$ cat src/rtl/hazard_scoreboard_pkg.sv
// Shared encodings for read-need codes, pipeline stage numbers and forward selects.
// Also used by the read-need decoder and the datapath forward muxes.
package hazard_scoreboard_pkg;

   localparam logic [1:0] NEED_NONE = 2'b00;
   localparam logic [1:0] NEED_EX   = 2'b01;
   localparam logic [1:0] NEED_MEM  = 2'b10;

   localparam int ST_EX  = 1;
   localparam int ST_MEM = 2;
   localparam int ST_WB  = 3;

   localparam int FWD_RF = 0;

   // Stages between ID and the point of use; code 11 is treated as no read.
   function automatic logic [1:0] need_offset(input logic [1:0] need);
      case (need)
         NEED_NONE: need_offset = 2'd0;
         NEED_EX:   need_offset = 2'(ST_EX);
         NEED_MEM:  need_offset = 2'(ST_MEM);
         default:   need_offset = 2'd0;
      endcase
   endfunction

endpackage

$ cat src/rtl/hazard_port_check.sv
// Per-read-port hazard/forward decision: the youngest in-flight producer of the
// source register decides whether the port stalls or which stage it forwards from.
module hazard_port_check
   import hazard_scoreboard_pkg::*;
#(
   parameter int REG_W = 5,
   parameter int DEPTH = 4,
   parameter int SEL_W = 2
) (
   input  logic [DEPTH-2:0]           ent_valid,
   input  logic [REG_W*(DEPTH-1)-1:0] ent_dest,
   input  logic [2*(DEPTH-1)-1:0]     ent_rdy,
   input  logic [REG_W-1:0]           src,
   input  logic [1:0]                 need,
   output logic                       hazard,
   output logic [SEL_W-1:0]           sel
);

   localparam logic [SEL_W:0] LAST_ST = (SEL_W+1)'(DEPTH-1);

   logic             hit;
   logic [SEL_W-1:0] hit_stage;
   logic [1:0]       hit_rdy;
   logic [1:0]       offset;
   logic             active;
   logic [SEL_W:0]   use_stage;

   always_comb begin
      hit       = 1'b0;
      hit_stage = '0;
      hit_rdy   = '0;
      // Scan oldest to youngest so a younger match overwrites (shadows) older ones.
      for (int s = DEPTH-1; s >= 1; s--) begin
         if (ent_valid[s-1] && (ent_dest[(s-1)*REG_W +: REG_W] != '0) &&
             (ent_dest[(s-1)*REG_W +: REG_W] == src)) begin
            hit       = 1'b1;
            hit_stage = SEL_W'(s);
            hit_rdy   = ent_rdy[(s-1)*2 +: 2];
         end
      end

      offset    = need_offset(need);
      active    = hit && (src != '0) && (offset != 2'd0);
      use_stage = {1'b0, hit_stage} + (SEL_W+1)'(offset);
      hazard    = active && (use_stage <= (SEL_W+1)'(hit_rdy));

      // Producers that will have retired by the time of use come from the register file.
      sel = SEL_W'(FWD_RF);
      if (active && !hazard && (use_stage <= LAST_ST)) begin
         sel = use_stage[SEL_W-1:0];
      end
   end

endmodule

$ cat src/rtl/hazard_scoreboard.sv
// Tracks in-flight register writes through EX..WB and decides stall vs forward
// for the instruction in ID; also counts stall cycles with saturation.
module hazard_scoreboard
   import hazard_scoreboard_pkg::*;
#(
   parameter int REG_W = 5,
   parameter int NPORT = 2,
   parameter int DEPTH = 4,
   parameter int SEL_W = 2,
   parameter int CNT_W = 16
) (
   input  logic                     clk,
   input  logic                     rst,
   input  logic                     id_valid,
   input  logic [2*NPORT-1:0]       id_need,
   input  logic [REG_W*NPORT-1:0]   id_src,
   input  logic                     id_wen,
   input  logic [REG_W-1:0]         id_dest,
   input  logic [1:0]               id_rdy,
   input  logic                     flush,
   output logic                     stall,
   output logic [SEL_W*NPORT-1:0]   fwd_sel,
   output logic [CNT_W-1:0]         stall_count
);

   localparam int NENT = DEPTH-1;

   logic [NENT-1:0]        valid_q, valid_d;
   logic [REG_W*NENT-1:0]  dest_q, dest_d;
   logic [2*NENT-1:0]      rdy_q, rdy_d;
   logic [CNT_W-1:0]       cnt_q, cnt_d;

   logic [NPORT-1:0]       port_hazard;
   logic [SEL_W*NPORT-1:0] port_sel;

   for (genvar k = 0; k < NPORT; k++) begin : g_port
      hazard_port_check #(
         .REG_W (REG_W),
         .DEPTH (DEPTH),
         .SEL_W (SEL_W)
      ) u_port (
         .ent_valid (valid_q),
         .ent_dest  (dest_q),
         .ent_rdy   (rdy_q),
         .src       (id_src[k*REG_W +: REG_W]),
         .need      (id_need[2*k +: 2]),
         .hazard    (port_hazard[k]),
         .sel       (port_sel[k*SEL_W +: SEL_W])
      );
   end

   always_comb begin
      stall   = id_valid && !flush && (|port_hazard);
      fwd_sel = stall ? '0 : port_sel;
   end

   // Entries shift every cycle; stalled or flushed cycles inject a bubble into EX.
   always_comb begin
      valid_d = '0;
      dest_d  = '0;
      rdy_d   = '0;
      valid_d[ST_EX-1]               = id_valid && id_wen && !stall && !flush;
      dest_d[(ST_EX-1)*REG_W +: REG_W] = id_dest;
      rdy_d[(ST_EX-1)*2 +: 2]          = id_rdy;
      for (int s = 1; s < NENT; s++) begin
         valid_d[s]                 = valid_q[s-1];
         dest_d[s*REG_W +: REG_W]   = dest_q[(s-1)*REG_W +: REG_W];
         rdy_d[2*s +: 2]            = rdy_q[2*(s-1) +: 2];
      end
   end

   always_comb begin
      cnt_d = cnt_q;
      if (stall && (cnt_q != '1)) begin
         cnt_d = cnt_q + CNT_W'(1);
      end
   end

   always_ff @(posedge clk) begin
      if (rst) begin
         valid_q <= '0;
         cnt_q   <= '0;
      end else begin
         valid_q <= valid_d;
         cnt_q   <= cnt_d;
      end
   end

   always_ff @(posedge clk) begin
      dest_q <= dest_d;
      rdy_q  <= rdy_d;
   end

   assign stall_count = cnt_q;

endmodule

$ cat config.mk
export PLATFORM = sky130hd
export DESIGN_NAME = hazard_scoreboard
export DESIGN_NICKNAME = d
export VERILOG_FILES = /design/src/rtl/hazard_scoreboard_pkg.sv /design/src/rtl/hazard_port_check.sv /design/src/rtl/hazard_scoreboard.sv
export SDC_FILE = /design/constraint.sdc
export NUM_CORES = 1
export LEC_CHECK = 0
export CAP_MARGIN = 25
export CORE_ASPECT_RATIO = 0.75
export CORE_MARGIN = 1.5
export CORE_UTILIZATION = 55
export DETAILED_ROUTE_END_ITERATION = 12
export GPL_TIMING_DRIVEN = 1
export MAX_ROUTING_LAYER = met4
export PLACE_DENSITY = 0.86
export SLEW_MARGIN = 20
export SYNTH_ARGS = -nofsm -noshare
export SYNTH_HDL_FRONTEND = slang
export SYNTH_SLANG_ARGS = --single-unit
$ cat constraint.sdc
create_clock -name clk -period 8.9 [get_ports clk]
set_input_delay 1.335 -clock clk [delete_from_list [all_inputs] [get_ports clk]]
set_output_delay 1.335 -clock clk [all_outputs]
set_load 0.02 [all_outputs]
[Yosys cells after proc, flatten, opt, wreduce, memory -nomap -nowiden]
Cells that the tools add are included.
Storage, ports and cells
  bits in registers: 40
  output and inout port bits: 21
  input port bits: 26
Cells by class
  add/subtract/negate cells: 3
  multiplexer cells: 23
  order comparisons: 4
  reduce and logical (&&, ||, !) cells: 37
  equality and inequality tests: 11
Operator list (number)
  $eq A5 B5 Y1: 6
  $mux W2: 14
  $logic_and A1 B1 Y1: 25
  $reduce_bool A5 Y1: 5
  $add A16 B1 Y16 const B: 1
  $ne A16 B16 Y1 const B: 1
  $pmux W2 S2: 2
  $add A2 B2 Y3: 2
  $le A3 B2 Y1: 2
  $le A3 B2 Y1 const B: 2
  $mux W1: 6
  $eq A2 B1 Y1 const B: 2
  $eq A2 B2 Y1 const B: 2
  $logic_not A1 Y1: 4
  $mux W4: 1
  $reduce_bool A2 Y1: 2
  $reduce_or A2 Y1: 1

[Logic depth before layout (Yosys ltp)]
Gate-level depths: netlist of the first run.
  word-level depth: 14
  depth in mapped cells: 19
  mapped depth without buffers: 17

[Hierarchy]
Synthesis of the first run repeated with hierarchy kept, for this count alone.
Second synthesis, totals
  cell total of the unflattened synthesis: 262
  area, all modules: 2283.4 um^2
Modules (own cells, without submodules)
  hazard_scoreboard: sequential area each 800.8 um^2, area an instance 1407.6 um^2, cells an instance 140, instances 1
  hazard_port_check at g_port[1].u_port: sequential area each 0.0 um^2, area an instance 439.2 um^2, cells an instance 61, instances 1
  hazard_port_check at g_port[0].u_port: sequential area each 0.0 um^2, area an instance 436.7 um^2, cells an instance 61, instances 1

[Worst setup path after synthesis of the first run]
No wires, ideal clock.
  path kind: input to output
  from: input port id_src[2]
  to: output port fwd_sel[2]
  data arrival time: 5121 ps
  cell stages on the path: 19
  slack: 2444 ps
  data required time: 7565 ps
  cell sequence: xnor2_1 nand4_1 nor4_1 nor2b_1 or2_2 ha_1 inv_1 fa_1 inv_1 ha_1 nor2b_1 o21ai_0 nor3b_1 o31ai_1 o41a_1 buf_6 buf_6 nor2_1 nor3_1
Between the ends
  word-level cells in the longest chain between the ends: 11
  elaborated cells between the ends (all ways): 24
  those cells by class: 1 x add/sub; 1 x order compare; 3 x eq/ne; 10 x mux; 9 x reduce/logical
Ends and longest elaborated chain
  start, declared: RTL line hazard_scoreboard.sv:16  | input logic [REG_W*NPORT-1:0] id_src,
  $eq A5 B5 Y1: RTL line hazard_port_check.sv:35  | (ent_dest[(s-1)*REG_W +: REG_W] == src)) begin
  $logic_and A1 B1 Y1: RTL line hazard_port_check.sv:34  | if (ent_valid[s-1] && (ent_dest[(s-1)*REG_W +: REG_W] != '0) &&
  $mux W2 or $mux W1 (tied branches) (3 in series): RTL line hazard_port_check.sv:34
  $add A2 B2 Y3 or $logic_and A1 B1 Y1 (tied branches): RTL line hazard_port_check.sv:44, hazard_port_check.sv:43
  $le A3 B2 Y1 or $logic_and A1 B1 Y1 (tied branches): RTL line hazard_port_check.sv:45, hazard_port_check.sv:43
  $logic_and A1 B1 Y1 *: RTL line hazard_port_check.sv:45  | hazard = active && (use_stage <= (SEL_W+1)'(hit_rdy));
  $reduce_or A2 Y1 *: RTL line hazard_scoreboard.sv:53  | stall = id_valid && !flush && (|port_hazard);
  $logic_and A1 B1 Y1 *: RTL line hazard_scoreboard.sv:53
  via stall: RTL line hazard_scoreboard.sv:21  | output logic stall,
  $mux W4 *: RTL line hazard_scoreboard.sv:54  | fwd_sel = stall ? '0 : port_sel;
  end, declared: RTL line hazard_scoreboard.sv:22  | output logic [SEL_W*NPORT-1:0] fwd_sel,
Mark *: on every way through the listed nets, which the timed path passes. The rest lies on a longest branch.

[Final worst setup path of the first run]
  from: input port id_src[2]
  to: output port fwd_sel[1]
Between the ends
  word-level cells in the longest chain between the ends: 13
  elaborated cells between the ends (all ways): 29
  those cells by class: 1 x add/sub; 2 x order compare; 3 x eq/ne; 11 x mux; 12 x reduce/logical
Ends and longest elaborated chain
  $eq A5 B5 Y1: RTL line hazard_port_check.sv:35
  $logic_and A1 B1 Y1: RTL line hazard_port_check.sv:34
  $mux W2 or $mux W1 (tied branches) (3 in series): RTL line hazard_port_check.sv:34
  $add A2 B2 Y3 or $logic_and A1 B1 Y1 (tied branches): RTL line hazard_port_check.sv:44, hazard_port_check.sv:43
  $le A3 B2 Y1 or $logic_and A1 B1 Y1 (tied branches): RTL line hazard_port_check.sv:45, hazard_port_check.sv:43
  $logic_and A1 B1 Y1: RTL line hazard_port_check.sv:45
  $logic_not A1 Y1: RTL line hazard_port_check.sv:49  | if (active && !hazard && (use_stage <= LAST_ST)) begin
  $logic_and A1 B1 Y1 (2 in series): RTL line hazard_port_check.sv:49
  $mux W2: RTL line hazard_port_check.sv:49
  $mux W4 *: RTL line hazard_scoreboard.sv:54
Every way passes the cells marked *; elsewhere a longest branch is shown, timed or not.

==> impl_results.md, run 1 <==
* Post-synth EDFFs at 0
* PostCTS Resize Cnt at 0
* Synth Area in Compound Gates at 8.26%
* Fillers at 309
* Xor and xnor area share after synthesis at 11.5%
* Critical path buffers and inverters at 4
* Net Switching at 94.7 uW
* # DRC at 0
* Main area contributors after synthesis: dfxtp_1 (35%), xnor2_1 (7.7%), ha_1 (6.0%), mux2_2 (4.9%), nor2b_1 (4.1%)
* Pwr dens at 133 nW/um^2
* Setup_tns at 0 ps
* Hold-fix buffers at CTS at 0
* FF-to-FF Start: dest_q[8]
* Post-CTS setup buffer count at 0
* Wire per inst at 14.6 um
* Synth area leader: dfxtp_1
* Clk pwr share at 39.8%
* Port buffer count at 46
* Worst vdd ir at 126 uV
* Initial Utilization at 56.7%
* Clk Latency, worst-skew pair at 300 ps
* Slowest Stage Delay on Critical Path at 700 ps
* Setup crit start kind: input port
* Vias per inst at 5.58
* Async S/R FF share, synth at 0%
* Post-synthesis sequential area ratio at 35.0%
* DP HPWL at 3930 um
* Cell Chain, Critical Path: clkdlybuf4s50_1, xnor2_1, nand4_1, nor4_1, nor2b_1, or2_2, ha_1, inv_1, fa_1, inv_1, ha_1, nand2_1, o21ai_0, nor3b_1, o31ai_1, o41a_1, nor2_1, nor4_1, clkdlybuf4s50_1
* Max Cap Viol at 0
* Pre-antenna DRT Iters at 4
* Num Clock Sinks at 40
* Crit path arrival time at 6620 ps
* Crit path max fanout at 18
* Yosys top cell area share at 35.0%
* Slew Viols, Final at 0
* Crit share post-route at 89.4%
* Worst Hold Depth at 0
* Critical R2R Capture: stall_count[13]
* YS warnings at 0
* F_max at 126 MHz
* FP Rows at 20
* Die area at 4560 um^2
* Die width at 77.4 um
* #FFs+latches synth at 40
* CORE AREA at 4030 um^2
* Critical path capture point type: output port
* Slew @ Worst Pin at 905 ps
* First-pass GRT wire length at 9000 um
* Reg clk slew, reported paths at 80 ps
* Delay-heaviest family, CP: simple AND/OR/NAND/NOR gates
* Synth cell types at 41
* Reg2reg setup slack at 3990 ps
* Post-Syn Nets at 292
* Nets at 340
* Status: finished, final reports clean
* Via count at 1992
* Hold crit path type: register to register
* LEAKAGE at 0.00106 uW
* Pwr Total at 386 uW
* Crit-path slowest cell: nor4_1
* Simple-gate portion of the synthesized area at 28.0%
* Largest net degree at the start of global routing at 32
* Share of layout cells above drive strength 1 at 8.61%
* Synthesized area at 2290 um^2
* GRT Total Usage at 26.5%
* Reg power frac at 49.3%
* Fin. Hold Viols at 0
* H-tree depth at 2
* Gp weighted congestion at 0.916
* CTS tree: done
* # diodes at 0
* Crit path required time at 7570 ps
* Switching Share at 24.5%
* RSZ-0062 raised after global routing: no
* CTS max path bufs at 2
* Hold Startpoint: rdy_q[0]
* Vias in the first global route at 1856
* CTS buffer count at 5
* GR Overflow Total at 0
* Mux cell area share after synthesis at 5.36%
* Boundary Pins at 47
* Worst Hold Path EP: rdy_q[2]
* Part of the power in combinational logic at 11.0%
* Mean Syn Cell Area at 9.04 um^2
* WS Path Type: input port to output port
* Worst clock skew at 2.56 ps
* Crit path time final at 7950 ps
* Die Y at 58.8 um
* Rel. slew slack at 39.1%
* Count of final setup violators at 0
* Syn Inst Count at 253
* Initial antenna violation count at 0
* Internal at 292 uW
* Worst-case reg-to-reg path depth at 17
* Adder-Cell Fraction of Synth Area at 7.77%
* Final WL at 5220 um
* Final Instance Count excl. Fillers at 357
* Placed Cells at 348
* Largest family of logic cells by synthesized area: simple AND/OR/NAND/NOR gates
* Iter 0 DRT Violations at 139
* Clock Tree Root: clkbuf_8
* DRT antenna net count at 0
* Area grow syn2layout at 27.4%
* Synth Flop Type: dfxtp_1
-- cell type report --
| type | instances | area (um^2) | area share (%) |
|---|---|---|---|
| Tap cell | 55 | 68.8 | 2.36 |
| Sequential cell | 40 | 801 | 27.5 |
| Inverter | 14 | 52.6 | 1.80 |
| Timing Repair Buffer | 48 | 483 | 16.6 |
| Multi-Input combinational cell | 192 | 1390 | 47.8 |
| Clock inverter | 3 | 46.3 | 1.59 |
| Clock buffer | 5 | 68.8 | 2.36 |
-- through the flow --
stage               hold WS (ps)  utilization [%]  setup slack (ps)  area, um^2
CTS                          380             71.9               987        2900
global route                 386             72.3               408        2910
floorplan                    346                -              2440        2290
detailed placement           367             69.0              1010        2780
global placement             367             69.0              1300        2780
finish                       383             72.3               947        2910
-- flip-flops by register name (all words and copies together) (netlist names) --
register,flops
stall_count,16
dest_q,15
rdy_q,6
valid_q,3
-- per-layer routing --
metal	track usage [%]	vias to the layer above	share of wire [%]
li1	-	1001	-
met1	35.3	923	49
met2	39.8	59	44
met3	6.36	9	5.4
met4	8.57	0	1.4
met5	-	-	0
-- worst max-delay path by stage --
stage | start | to | slack, ps | cells after the start
final | id_src[2] | fwd_sel[1] | 950 | 19
after global routing | id_src[2] | fwd_sel[1] | 410 | 19
after CTS | id_src[2] | fwd_sel[1] | 990 | 19
after detailed placement | id_src[2] | fwd_sel[0] | 1010 | 19
after global placement | id_src[1] | stall | 1300 | 18
after floorplan | id_src[2] | fwd_sel[2] | 2440 | 19
-- cells by family (layout without fill, tap and decap cells) --
group	Yosys count	after routing
xor+xnor	30	30
fa+ha+maj	13	13
buf+inv	21	70
flops	40	40
simple gates	110	110
compound gates	28	28
mux	11	11
-- power by group through the flow --
stage                     combinational [uW]  sequential [uW]  clock, uW
after CTS                               41.7              190        155
final                                   42.3              190        154
after detailed placement                41.6              195          0
after global routing                    47.3              191        165
after floorplan                         23.6              193          0
after global placement                  40.3              195          0
-- cells in the final DEF, fill, tap and decap left out, types with 7 or more instances in the layout --
cell type        synthesis  routed
o21ai_0                  7       7
ha_1                    11      11
inv_1                   14      14
nand4_1                 10      10
dfxtp_1                 40      40
nand3_1                  7       7
a21oi_1                  7       7
nand2_1                  9       9
nor3_1                   9       9
nor4_1                  10      10
clkdlybuf4s50_1          0      46
xnor2_1                 20      20
xor2_1                  10      10
mux2_2                  10      10
nor2_1                  22      22
nor2b_1                 15      15
-- Yosys cell counts (3+ instances only) --
master    instances
dfxtp_1          40
nor2_1           22
xnor2_1          20
nor2b_1          15
inv_1            14
ha_1             11
mux2_2           10
nand4_1          10
nor4_1           10
xor2_1           10
nand2_1           9
nor3_1            9
a21oi_1           7
nand3_1           7
o21ai_0           7
clkbuf_1          5
nand2b_1          5
or4_1             5
or3_1             4
o31ai_1           3
o41ai_1           3
Note: power is estimated with default switching activity, not from simulation.
==> run 2: changes to the inputs <==
- CORE_MARGIN: 1.5 -> 3
==> run 2 against run 1 <==
Total power decreased by 0.90%. Register-to-register slack got worse by 70 ps. Global-route usage decreased by 3.2 points. Maximum frequency increased by 1.1%. Die area increased by 9.2%. Hold slack got worse by 11 ps. First-iteration DRC count increased by 5.8%. Sequential cell count unchanged. Largest power group unchanged.
==> impl_results.md, run 2 (same netlist as run 1, synthesis figures left out) <==
* Status: finished, final reports clean
* Critical path capture point type: output port
* Final WL at 5280 um
* Clock Tree Root: clkbuf_8
* Gp weighted congestion at 1.03
* Die area at 4970 um^2
* Slew @ Worst Pin at 869 ps
* GRT Total Usage at 23.2%
* Port buffer count at 46
* Max reg flops at 16
* Setup crit start kind: input port
* Clk Latency, worst-skew pair at 290 ps
* Placed Cells at 344
* Cell Chain, Critical Path: clkdlybuf4s50_1, xnor2_1, nand4_1, nor4_1, nor2b_1, or2_2, ha_1, inv_1, fa_1, inv_1, ha_1, nand2_1, o21ai_0, nor3b_1, o31ai_1, o41a_1, nor2_1, nor3_1, clkdlybuf4s50_1
* Slew Viols, Final at 0
* F_max at 127 MHz
* Worst vdd ir at 118 uV
* WS Path Type: input port to output port
* Initial Utilization at 59.7%
* First-pass GRT wire length at 8560 um
* Vias per inst at 5.71
* Vias in the first global route at 1835
* Iter 0 DRT Violations at 147
* Die width at 80.4 um
* Delay-heaviest family, CP: simple AND/OR/NAND/NOR gates
* Share of layout cells above drive strength 1 at 8.61%
* Wire per inst at 14.9 um
* DP HPWL at 4110 um
* Max Cap Viol at 0
* CTS tree: done
* Crit share post-route at 88.4%
* Hold-fix buffers at CTS at 0
* Pre-antenna DRT Iters at 4
* Nets at 340
* Crit path time final at 7870 ps
* Count of final setup violators at 0
* DRT antenna net count at 0
* Post-CTS setup buffer count at 0
* H-tree depth at 2
* Boundary Pins at 47
* Num Clock Sinks at 40
* CTS buffer count at 5
* Area grow syn2layout at 27.1%
* CORE AREA at 3830 um^2
* Largest net degree at the start of global routing at 32
* LEAKAGE at 0.00106 uW
* Commonest non-fill, non-tap cells in the layout: clkdlybuf4s50_1 (46), dfxtp_1 (40), nor2_1 (22)
* # DRC at 0
* RSZ-0062 raised after global routing: no
* Reg clk slew, reported paths at 80 ps
* Crit path max fanout at 18
* GR Overflow Total at 0
* Via count at 2022
* Pwr dens at 132 nW/um^2
* PostCTS Resize Cnt at 0
* Critical path buffers and inverters at 4
* Crit-path slowest cell: nor4_1
* Worst clock skew at 3.93 ps
* Initial antenna violation count at 0
* FP Rows at 19
* Slowest Stage Delay on Critical Path at 670 ps
* Most common cell after layout, fill and taps aside: clkdlybuf4s50_1
* Hold crit path type: register to register
* Reg2reg setup slack at 3920 ps
* # diodes at 0
* Crit path arrival time at 6530 ps
* CTS max path bufs at 2
* Final Instance Count excl. Fillers at 354
* Setup_tns at 0 ps
* Die Y at 61.8 um
* Rel. slew slack at 41.5%
* Fin. Hold Viols at 0
* Crit path required time at 7570 ps
## run 2: changes by cell type in the layout (fill, tap and decap cells not counted)
| cell | before | now |
|---|---|---|
| buf_4 | 1 | 0 |
| inv_6 | 1 | 0 |
| clkbuf_2 | 0 | 1 |
| clkinv_4 | 0 | 2 |
| clkinvlp_4 | 1 | 0 |
## run 2: metal layers
layer  routed length, um  GRT usage, %  part of all wire [%]  vias to the layer above
met4                  48          6.99                  0.91                        0
met2                2290          33.5                    43                       80
met5                   0             -                     0                        -
li1                    -             -                     -                     1003
met1                2500          32.2                    47                      931
met3                 441          5.76                   8.4                        8
## run 2: final cells by class
| type | count | area, um^2 |
|---|---|---|
| multi-input cells | 192 | 1390 |
| inverters | 14 | 52.6 |
| well taps | 52 | 65.1 |
| clock buffers | 5 | 68.8 |
| flip-flops and latches | 40 | 801 |
| repair buffers | 48 | 480 |
| fillers | 281 | 921 |
| clock inverters | 3 | 47.5 |
## run 2: worst paths after layout
| check | start | to | depth (start not counted) |
|---|---|---|---|
| min | rdy_q[0] | rdy_q[2] | 0 |
| max reg2reg | dest_q[9] | stall_count[10] | 17 |
| max | id_src[2] | fwd_sel[2] | 19 |
| min reg2reg | rdy_q[0] | rdy_q[2] | 0 |
## run 2: report_power, final
part | internal [uW] | switching (uW)
sequential | 184 | 6.33
clock | 84.4 | 65.8
combinational | 23.1 | 19.2
total | 292 | 91.3
## run 2: stage by stage
stage	setup slack, ps	hold slack [ps]	cell area, um^2	utilization [%]	power [uW]
3_3_place_gp	1340	366	2770	72.4	235
2_1_floorplan	2440	346	2290	-	216
4_1_cts	1060	376	2890	75.4	385
5_1_grt	667	381	2910	75.9	400
3_5_place_dp	1070	365	2770	72.4	236
6_report	1030	372	2910	75.9	383
